[src/rtl/Tipos.sv]
// Tipos: shared types and constants for the keypad password producer.
//   SENHA_MAX       maximum digits held in a password packet
//   digito_t        one BCD key digit
//   senhaPac_t      packed password: digits[SENHA_MAX-1:0] plus len
//   TECLA_AST/HASH  key codes for backspace and confirm
//   estado_coleta_t collection FSM states
package Tipos;

    localparam int SENHA_MAX = 12;

    typedef logic [3:0] digito_t;

    typedef struct packed {
        digito_t [SENHA_MAX-1:0] digits;
        logic [4:0]              len;
    } senhaPac_t;

    localparam digito_t TECLA_AST  = 4'hA;
    localparam digito_t TECLA_HASH = 4'hB;

    typedef enum logic [1:0] {
        IDLE,
        COLETA,
        ENVIA
    } estado_coleta_t;

endpackage

[src/rtl/coleta_senha_timer.sv]
// timer_inatividade: inactivity counter for password entry.
//   clk, rst : clock, asynchronous active-low reset
//   clr      : zero the counter (has priority over en)
//   en       : count one idle cycle
//   expira   : counter has reached TIMEOUT_CYC-1
module timer_inatividade #(
    parameter int TIMEOUT_CYC = 50000
) (
    input  logic clk,
    input  logic rst,
    input  logic clr,
    input  logic en,
    output logic expira
);

    localparam int W = $clog2(TIMEOUT_CYC);

    logic [W-1:0] count;

    always_ff @(posedge clk or negedge rst) begin
        if (!rst) begin
            count <= '0;
        end else if (clr) begin
            count <= '0;
        end else if (en) begin
            count <= count + 1'b1;
        end
    end

    assign expira = (count == W'(TIMEOUT_CYC - 1));

endmodule

[src/rtl/coleta_senha.sv]
// coleta_senha: collects keypad events into a password packet for validaSenha.
//   clk, rst      : clock, asynchronous active-low reset
//   tecla_valida  : one-cycle strobe qualifying tecla_cod
//   tecla_cod     : 0-9 digit, 0xA backspace, 0xB confirm, 0xC-0xF ignored
//   bloqueio      : lockout; keys ignored and a running entry discarded
//   senha_out     : assembled password (unused positions always zero)
//   senha_pronta  : one-cycle strobe, senha_out valid
//   erro_tamanho  : one-cycle strobe, confirm with fewer than MIN_DIG digits
//   timeout       : one-cycle strobe, entry discarded by inactivity
//   entrada_ativa : high while collecting
// Optional (macro SENHA_FEEDBACK_EN): tecla_aceita pulse per effective key,
// n_digitos current length.
module coleta_senha
    import Tipos::*;
#(
    parameter int MIN_DIG     = 4,
    parameter int TIMEOUT_CYC = 50000
) (
    input  logic       clk,
    input  logic       rst,
    input  logic       tecla_valida,
    input  logic [3:0] tecla_cod,
    input  logic       bloqueio,
    output senhaPac_t  senha_out,
    output logic       senha_pronta,
    output logic       erro_tamanho,
    output logic       timeout,
    output logic       entrada_ativa
`ifdef SENHA_FEEDBACK_EN
    ,
    output logic       tecla_aceita,
    output logic [4:0] n_digitos
`endif
);

    localparam logic [4:0] LEN_MAX = 5'(SENHA_MAX);
    localparam logic [4:0] LEN_MIN = 5'(MIN_DIG);

    estado_coleta_t state, state_n;
    senhaPac_t      senha_n;
    logic           pronta_n, erro_n, timeout_n;
    logic           key_ok, is_dig;
    logic           timer_clr, timer_en, timer_expira;

    timer_inatividade #(
        .TIMEOUT_CYC(TIMEOUT_CYC)
    ) u_timer (
        .clk   (clk),
        .rst   (rst),
        .clr   (timer_clr),
        .en    (timer_en),
        .expira(timer_expira)
    );

    assign key_ok = tecla_valida && (tecla_cod <= TECLA_HASH);
    assign is_dig = (tecla_cod <= 4'h9);

    always_comb begin
        state_n   = state;
        senha_n   = senha_out;
        pronta_n  = 1'b0;
        erro_n    = 1'b0;
        timeout_n = 1'b0;
        timer_clr = 1'b1;
        timer_en  = 1'b0;
        case (state)
            IDLE: begin
                if (!bloqueio && tecla_valida && is_dig) begin
                    senha_n            = '0;
                    senha_n.digits[0]  = tecla_cod;
                    senha_n.len        = 5'd1;
                    state_n            = COLETA;
                end
            end
            COLETA: begin
                if (bloqueio) begin
                    senha_n = '0;
                    state_n = IDLE;
                end else if (key_ok) begin
                    if (is_dig) begin
                        if (senha_out.len < LEN_MAX) begin
                            for (int unsigned i = 0; i < SENHA_MAX; i++) begin
                                if (5'(i) == senha_out.len) senha_n.digits[i] = tecla_cod;
                            end
                            senha_n.len = senha_out.len + 5'd1;
                        end
                    end else if (tecla_cod == TECLA_AST) begin
                        if (senha_out.len > 5'd1) begin
                            for (int unsigned i = 0; i < SENHA_MAX; i++) begin
                                if (5'(i) == senha_out.len - 5'd1) senha_n.digits[i] = '0;
                            end
                            senha_n.len = senha_out.len - 5'd1;
                        end else begin
                            senha_n = '0;
                            state_n = IDLE;
                        end
                    end else begin
                        if (senha_out.len >= LEN_MIN) begin
                            pronta_n = 1'b1;
                            state_n  = ENVIA;
                        end else begin
                            erro_n  = 1'b1;
                            senha_n = '0;
                            state_n = IDLE;
                        end
                    end
                end else if (timer_expira) begin
                    timeout_n = 1'b1;
                    senha_n   = '0;
                    state_n   = IDLE;
                end else begin
                    timer_clr = 1'b0;
                    timer_en  = 1'b1;
                end
            end
            ENVIA: begin
                state_n = IDLE;
            end
            default: begin
                state_n = IDLE;
            end
        endcase
    end

    always_ff @(posedge clk or negedge rst) begin
        if (!rst) begin
            state         <= IDLE;
            senha_out     <= '0;
            senha_pronta  <= 1'b0;
            erro_tamanho  <= 1'b0;
            timeout       <= 1'b0;
            entrada_ativa <= 1'b0;
        end else begin
            state         <= state_n;
            senha_out     <= senha_n;
            senha_pronta  <= pronta_n;
            erro_tamanho  <= erro_n;
            timeout       <= timeout_n;
            entrada_ativa <= (state_n == COLETA);
        end
    end

`ifdef SENHA_FEEDBACK_EN
    // A key is "accepted" exactly when it moved the FSM or edited the packet;
    // lockout and the ENVIA cycle never count.
    logic aceita_n;
    assign aceita_n = (state != ENVIA) && !bloqueio && key_ok &&
                      ((state_n != state) || (senha_n != senha_out));

    always_ff @(posedge clk or negedge rst) begin
        if (!rst) begin
            tecla_aceita <= 1'b0;
        end else begin
            tecla_aceita <= aceita_n;
        end
    end

    assign n_digitos = senha_out.len;
`endif

endmodule

[config.mk]
export PLATFORM = sky130hd
export DESIGN_NAME = coleta_senha
export DESIGN_NICKNAME = d
export VERILOG_FILES = /design/src/rtl/Tipos.sv /design/src/rtl/coleta_senha_timer.sv /design/src/rtl/coleta_senha.sv
export SDC_FILE = /design/constraint.sdc
export NUM_CORES = 1
export LEC_CHECK = 0
export BUFFER_PORTS_ARGS = -buffer_cell sky130_fd_sc_hd__buf_4
export CORE_MARGIN = 2
export CORE_UTILIZATION = 50
export DETAILED_ROUTE_END_ITERATION = 12
export PLACE_DENSITY = 0.75
export SYNTH_ARGS = -nofsm -noshare
export SYNTH_HDL_FRONTEND = slang
export SYNTH_SLANG_ARGS = --single-unit
[constraint.sdc]
create_clock -name clk -period 3.9 [get_ports clk]
set_clock_uncertainty 0.05 [all_clocks]
set_input_delay 0.78 -clock clk [delete_from_list [all_inputs] [get_ports clk]]
set_output_delay 0.78 -clock clk [all_outputs]
set_load 0.05 [all_outputs]
# ---- After elaboration in Yosys (flattened, before gate mapping)
# Index checks and enable logic that the tools add are counted.
dict set report word_totals {
  ff_bits 75
  output_inout_bits 57
}
dict set report op_classes {
  addsub 3
  order_cmp 5
  eq_ne 54
  muxes 68
  n_reduce_logical 22
}
# operator n
set ops {}
lappend ops {{$mux W53} 9}
lappend ops {{$pmux W53 S2} 1}
lappend ops {{$mux W4} 24}
lappend ops {{$ne A7 B7 Y1 const B} 12}
lappend ops {{$reduce_and A7 Y1} 12}
lappend ops {{$ne A5 B5 Y1 const B} 13}
lappend ops {{$eq A3 B5 Y1 const A} 8}
lappend ops {{$eq A4 B5 Y1 const A} 8}
lappend ops {{$mux W16} 2}
lappend ops {{$mux W1} 23}
lappend ops {{$eq A2 B5 Y1 const A} 4}
lappend ops {{$add A16 B1 Y16 const B} 1}
lappend ops {{$eq A16 B16 Y1 const B} 1}
lappend ops {{$mux W2} 8}
lappend ops {{$eq A1 B5 Y1 const A} 2}
lappend ops {{$logic_not A5 Y1} 2}
lappend ops {{$le A4 B4 Y1 const B} 2}
lappend ops {{$ne A6 B6 Y1 const B} 1}
lappend ops {{$add A5 B1 Y5 const B} 1}
lappend ops {{$ge A5 B3 Y1 const B} 1}
lappend ops {{$gt A5 B1 Y1 const B} 1}
lappend ops {{$lt A5 B4 Y1 const B} 1}
lappend ops {{$reduce_and A5 Y1} 1}
lappend ops {{$sub A5 B1 Y5 const B} 1}
lappend ops {{9 further kinds} 13}

# ---- Logic depth before layout (Yosys ltp)
# Gate-level depths: netlist of run 1.
dict set report depth {
  ltp_word 9
  depth_mapped 9
  depth_no_buf 8
}

# ---- Cells and area by module
# Synthesis of run 1 repeated with hierarchy kept, for this count alone.
dict set report hier_totals {
  hier_cells 363
  area_unflattened_um2 4028.9
}
# module n_inst cells_per_inst area_per_inst_um2 seq_area_each_um2
set by_module_without_submodules {}
lappend by_module_without_submodules {coleta_senha 1 276 3139.3 1476.4}
lappend by_module_without_submodules {timer_inatividade 1 87 889.6 400.4}

# ---- Worst setup path before layout of run 1
# No wires, ideal clock.
dict set report synth_timing {
  kind {reg-to-reg}
  startpoint {reg senha_out[1] in the netlist's numbering}
  endpoint {reg senha_out[13] in the netlist's numbering}
  arrival_time_ns 3.255
  required_time_ns 3.722
  setup_slack_ns 0.467
  path_stages_with_launch 10
  n_path_buf 1
  cell_sequence {dfrtp_1 > inv_1 > ha_1 > o21bai_1 > a2111oi_0 > o21ai_1 > a21oi_4 > buf_4 > nor4_4 > mux2_1}
}
dict set report synth_between {
  elab_chain_cells 7
  elab_cells_between_ends 17
  cone_classes {1 x add/sub; 3 x order compare; 6 x eq/ne; 6 x mux; 1 x reduce/logical}
}
# item line
set synth_rtl {}
lappend synth_rtl {{start, declared} coleta_senha.sv:24} ;# output senhaPac_t senha_out,
lappend synth_rtl {{start signal, assigned} coleta_senha.sv:135} ;# senha_out <= senha_n;
lappend synth_rtl {{$gt A5 B1 Y1} coleta_senha.sv:88} ;# if (senha_out.len > 5'd1) begin
lappend synth_rtl {{$mux W53} coleta_senha.sv:88}
lappend synth_rtl {{$mux W53} coleta_senha.sv:87} ;# end else if (tecla_cod == TECLA_AST) begin
lappend synth_rtl {{$mux W53} coleta_senha.sv:80} ;# if (is_dig) begin
lappend synth_rtl {{$mux W53} coleta_senha.sv:79} ;# end else if (key_ok) begin
lappend synth_rtl {{$mux W53} coleta_senha.sv:76} ;# if (bloqueio) begin
lappend synth_rtl {{$pmux W53 S2} coleta_senha.sv:66} ;# case (state)
# Several ways; a longest one is shown, not always the timed one.
# A chain may end at the register's enable or synchronous reset.

# ---- Worst setup path in the final report of run 1
dict set report layout_timing {
  startpoint {reg senha_out[0] in the netlist's numbering}
  endpoint {reg senha_out[13] in the netlist's numbering}
}
# The elaborated chain is that of the path after synthesis.

==> impl_metrics.json, run 1 <==
{
  "instances_no_fill": 518,
  "cp.arrival_ns": 3.30,
  "wire_per_inst_um": 16.5,
  "dp.cells": 502,
  "yosysMostFrequentCell": "dfrtp_1",
  "drive_gt1_share_pct": 25.2,
  "cp-end-kind": "flop",
  "track_usage_pct": 21.6,
  "syn_area_per_cell_um2": 11.3,
  "dieArea_um2": 8550,
  "yosys.area.top_type": "dfrtp_1",
  "synth.yosys.warnings": 0,
  "yosysUniqueCellTypes": 47,
  "layout_min_cycle_time_ns": 3.11,
  "reg2regPathDepth": 8,
  "synth_flop_cell": "dfrtp_1",
  "cts.sinks": 75,
  "worst_pin_slew_ns": 0.920,
  "setup_ws_ns": 0.786,
  "cp_slowest_cell": "a2111oi_0",
  "synth_edf_count": 0,
  "ys_ff_latch": 75,
  "cts_inserted_buffers": 9,
  "cts_resized": 0,
  "synth-xor-area-share_pct": 3.13,
  "synth-simple-area-share_pct": 19.0,
  "worst-path-buf-inv": 1,
  "timing.fmax_ghz": 0.321,
  "slew_violations": 0,
  "drt_first_iter_violations": 204,
  "path_class": "reg2reg",
  "crit_fanout": 19,
  "rows": 32,
  "ir_worst_vdd_mv": 0.217,
  "regArea_um2": 1880,
  "syn_nets": 360,
  "clk_latency_ns": 0.36,
  "post-place-ws_ns": 0.777,
  "rsz0062_at_grt": "false",
  "cts_tree": "done",
  "io_buffers": 64,
  "synth_area_um2": 3910,
  "synth_commonest_cells": "75 x dfrtp_1, 44 x mux2_1, 33 x a21oi_1",
  "routed_via_density": 5.65,
  "grt_pass1_vias": 2864,
  "finalWirelength_um": 8560,
  "start_kind": "flop",
  "postLayoutCoreUtil_pct": 61.6,
  "fillCellCount": 621,
  "period_share_pct": 79.8,
  "synth_adder_area_share_pct": 2.24,
  "rrSetupSlack_ns": 0.79,
  "multi_input_area_um2": 1920,
  "initial_core_util_pct": 51.2,
  "hold_path.class": "reg2reg",
  "cts_buffer_depth": 2,
  "tns_ns": 0,
  "cp.depth": 8,
  "clk_pin_slew_ns": 0.08,
  "cp_cell_sequence": "ha_1 -> o21bai_1 -> a2111oi_0 -> o21ai_1 -> a21oi_4 -> buf_4 -> nor4_4 -> mux2_1",
  "grt_max_degree": 76,
  "max_stage_delay_ns": 0.70,
  "dp_hpwl_um": 5920,
  "io_pins": 65,
  "setup_viol": 0,
  "synthMuxAreaShare_pct": 14.2,
  "grt-ovfl-total": 0,
  "drc": 0,
  "die_height_um": 92.5,
  "gp_congestion": 0.920,
  "cp-endpoint": "senha_out[13]",
  "synthArstFlopShare_pct": 100,
  "drt_pass1_iterations": 4,
  "nNetsFinal": 426,
  "whs_ns": 0.441,
  "powerDensity_nw_per_um2": 402,
  "cts-htree-levels": 3,
  "synth_compound_area_share_pct": 10.5,
  "synth_area_leaders": "dfrtp_1 48%, mux2_1 13%, nor4_4 6.5%",
  "critPathRequiredTime_ns": 4.08,
  "area_growth_pct": 20.5,
  "outcome": "completed",
  "synth_top_family_by_area": "simple AND/OR/NAND/NOR gates",
  "ctsHoldBuffers": 0,
  "maxCapViolCount": 0,
  "grt_pass1_wl_um": 14300,
  "timing.slew.headroom_pct": 38.7,
  "synth-seq-area-share_pct": 48.0,
  "die_x_um": 92.5,
  "cts_root_buf": "clkbuf_8",
  "r2r-end": "senha_out[13]",
  "via_count": 2926,
  "antenna_found_initial": 0,
  "critPathTopFamily": "compound AO/OA/AOI/OAI gates",
  "synth_top_area_share_pct": 48.0,
  "core-area_um2": 7650,
  "n_antenna_cell": 0,
  "synthCells": 345,
  "startpoint": "senha_out[0]",
  "power.leakage_nw": 2.30,
  "finalHoldViolations": 0,
  "post_cts_buffers": 0,
  "ant_nets": 0,
  "timing.rr.start": "senha_out[0]"
}
[metal layers]
layer  vias up  global-route usage, %  wire length, um
met4         0                   9.95              214
met3        17                   5.70              532
met2        97                   32.6             3970
met5         -                      0                0
met1      1443                   29.1             3840
li1       1369                      -                -
[area by class of cell]
type | count | area share [%]
multi-input combinational | 244 | 40.8
sequential | 75 | 39.8
timing repair buffer | 71 | 11.3
clock buffer | 10 | 2.71
tap | 102 | 2.71
clock inverter | 6 | 1.91
inverter | 10 | 0.796
[worst min path at each step]
stage | start | end | slack [ns] | cells past startpoint
finish | senha_out[24] | senha_out[24] | 0.44 | 1
global route | senha_out[24] | senha_out[24] | 0.46 | 1
CTS | senha_out[9] | senha_out[9] | 0.44 | 1
detailed placement | senha_out[39] | senha_out[39] | 0.43 | 1
global placement | senha_out[49] | senha_out[49] | 0.42 | 1
floorplan | u_timer.count[0] | u_timer.count[0] | 0.40 | 1
[worst register-to-register path: stages, from the launching register on]
cell	delay [ns]
dfrtp_1	0.49
ha_1	0.31
o21bai_1	0.19
a2111oi_0	0.70
o21ai_1	0.23
a21oi_4	0.16
buf_4	0.37
nor4_4	0.14
mux2_1	0.37
[where the power goes]
| part | total (mW) | leakage [nW] | internal [mW] | switching, mW |
|---|---|---|---|---|
| combinational | 0.405 | 1.16 | 0.141 | 0.264 |
| sequential | 0.828 | 1.03 | 0.806 | 0.0217 |
| clock | 0.662 | 0.106 | 0.361 | 0.301 |
[kinds of logic (layout without fill, tap and decap cells)]
group           count (synthesis)  after routing
flops                          75             75
xor+xnor                       14             14
buf+inv                        26             97
mux                            50             50
simple gates                  108            108
fa+ha+maj                       7              7
compound gates                 65             65
[registers in the layout, indices dropped and copies added (netlist names)]
signal         cells
senha_out         53
u_timer.count     16
state              2
entrada_ativa      1
erro_tamanho       1
senha_pronta       1
timeout            1
[cell usage in the layout (no fill, tap or decap), types with 2 or more instances in the layout]
cell,n
clkinv_4,2
ha_1,7
nand4_1,6
mux2i_1,6
or3_1,3
o32ai_1,3
and3_1,6
o31ai_1,3
clkbuf_8,9
a21oi_1,33
o21ai_1,4
nor2_1,29
inv_1,10
buf_4,71
xor2_1,7
nor3_1,6
xnor2_1,7
or2_2,3
dfrtp_1,75
a31oi_1,2
nand2_1,16
nor2b_1,2
nand2b_1,6
and2_1,8
nand3_1,5
bufinv_16,2
nor4_4,12
mux2_1,44
o21ai_0,8
[stage by stage]
step / total power [mW] / cell area (um^2)
4_1_cts: 1.91 / 4710
3_5_place_dp: 1.25 / 4500
5_1_grt: 1.98 / 4710
3_3_place_gp: 1.25 / 4500
2_1_floorplan: 1.13 / 3910
6_report: 1.90 / 4710
Note: power is estimated with default switching activity, not from simulation.
==> inputs of run 2 (changes only) <==
- PLACE_DENSITY: 0.75 -> 0.78
- clock period: 3.9 -> 2.8 ns (I/O delays scaled with it)
==> run 2 against run 1 <==
The run now ends with setup timing left. Maximum frequency rose by 7.5%. Final area up 11%. Cell count up 6.8%. Flip-flop and latch count did not move. Worst hold slack worse by 0.23 ns. Total power up 44%. Combinational power up 73%. Via count is 8.7% higher. Sequential share of layout area fell by 4.0 points. Die area did not move. Critical endpoint is now senha_out[27].
==> impl_metrics.json, run 2 (synthesized netlist as in run 1, its figures left out) <==
{
  "die_height_um": 92.5,
  "clk_latency_ns": 0.37,
  "die_x_um": 92.5,
  "cts_root_buf": "clkbuf_8",
  "max_stage_delay_ns": 0.58,
  "powerDensity_nw_per_um2": 520,
  "drive_gt1_share_pct": 41.7,
  "cp_slowest_cell": "or4_4",
  "post-place-ws_ns": -0.0567,
  "timing.fmax_ghz": 0.345,
  "routed_via_density": 5.75,
  "cp-end-kind": "flop",
  "cp.arrival_ns": 3.10,
  "cp_cell_sequence": "or4_1 -> or4_4 -> nand2b_4 -> o211ai_4 -> clkbuf_16 -> nor4_4 -> buf_4 -> mux2_4",
  "wire_per_inst_um": 18.9,
  "period_share_pct": 103,
  "rows": 32,
  "layout_commonest_cell": "buf_4",
  "critPathRequiredTime_ns": 3.01,
  "dp.cells": 525,
  "finalWirelength_um": 10400,
  "io_pins": 65,
  "grt_max_degree": 61,
  "setup_ws_ns": -0.0959,
  "grt-ovfl-total": 0,
  "cts_inserted_buffers": 9,
  "path_class": "reg2reg",
  "dp_hpwl_um": 6590,
  "cts.sinks": 75,
  "io_buffers": 64,
  "crit_fanout": 6,
  "cts_buffer_depth": 2,
  "grt_pass1_wl_um": 15800,
  "ant_nets": 0,
  "gp_congestion": 0.942,
  "drt_pass1_iterations": 5,
  "grt_pass1_vias": 3181,
  "core-area_um2": 7650,
  "timing.slew.headroom_pct": 49.5,
  "largest_reg_flops": 53,
  "outcome": "finished, violations left",
  "antenna_found_initial": 0,
  "worst-path-buf-inv": 2,
  "regMostFlops": "senha_out",
  "ctsHoldBuffers": 0,
  "dieArea_um2": 8550,
  "initial_core_util_pct": 51.2,
  "clk_pin_slew_ns": 0.09,
  "cts-htree-levels": 3,
  "via_count": 3180,
  "layout_min_cycle_time_ns": 2.90,
  "instances_no_fill": 553,
  "drt_first_iter_violations": 202,
  "track_usage_pct": 23.7,
  "slew_violations": 0,
  "n_antenna_cell": 0,
  "layout_common_cells": "96 x buf_4, 73 x dfrtp_1, 37 x mux2_4",
  "drc": 0,
  "area_growth_pct": 34.2,
  "nNetsFinal": 461,
  "setup_viol": 45,
  "power.leakage_nw": 2.54,
  "cts_tree": "done",
  "ir_worst_vdd_mv": 0.359,
  "total_power_mw": 2.73,
  "reg_top3": "senha_out (53), u_timer.count (16), state (2)",
  "rsz0062_at_grt": "true",
  "finalHoldViolations": 0,
  "worst_pin_slew_ns": 0.758,
  "critPathTopFamily": "simple AND/OR/NAND/NOR gates",
  "start_kind": "flop",
  "maxCapViolCount": 0,
  "violations": "setup timing",
  "hold_path.class": "in2async"
}
## run 2: cell count changes in the layout (fill, tap and decap cells not counted), moves of 3 or more
cell    change
buf_6       +5
mux2_1     -37
buf_4      +25
mux2_4     +37
inv_6       +3
## run 2: final timing paths
check | start | end | slack (ns) | cells after the start
worst max-delay path | u_timer.count[12] | senha_out[27] | -0.1 | 8
worst max register to register | u_timer.count[12] | senha_out[27] | -0.1 | 8
max in group asynchronous | rst | u_timer.count[10] | 1.86 | 2
worst min-delay path | rst | u_timer.count[9] | 0.21 | 1
worst min register to register | senha_out[39] | senha_out[39] | 0.45 | 1
min in group clk | tecla_cod[1] | senha_out[6] | 0.43 | 3
## run 2: layout make-up
class                   instances  area (um^2)
clock buffers                  10          128
clock inverters                 6         71.3
fillers                       515         2400
inverters                      10         37.5
multi-input cells             244         2130
flip-flops and latches         75         1880
well taps                     102          128
repair buffers                106          882
## run 2: metal layers
layer	GRT usage (%)	share of wire (%)	vias up
li1	-	-	1444
met1	33.3	45	1607
met2	35.3	47	117
met3	6.18	6.7	12
met4	8.96	1.3	0
met5	0	0	-
## run 2: report_power, final
group	leakage [nW]	internal, mW	switching (mW)
clock	0.0939	0.421	0.454
sequential	1.03	1.12	0.0312
combinational	1.41	0.288	0.411
total	2.54	1.83	0.896
## run 2: what timing repair did
item | CTS | global route
cloned | 0 | 2
endpoints found under the hold margin | 0 | 0
buffers inserted | 6 | 4
resized for setup | 11 | 41
setup endpoints to repair | 50 | 50
pin swaps | 10 | 8
## run 2: through the flow
| stage | hold slack, ns | cell area [um^2] | setup TNS (ns) | utilization [%] |
|---|---|---|---|---|
| 3_3_place_gp | 0.420 | 4710 | -0.249 | 61.6 |
| 3_5_place_dp | 0.429 | 4710 | -1.17 | 61.6 |
| 5_1_grt | 0.269 | 5250 | -5.65 | 68.7 |
| 2_1_floorplan | 0.214 | 3940 | -1.00 | - |
| 4_1_cts | 0.239 | 5000 | -0.210 | 65.4 |
| 6_report | 0.210 | 5250 | -2.00 | 68.7 |
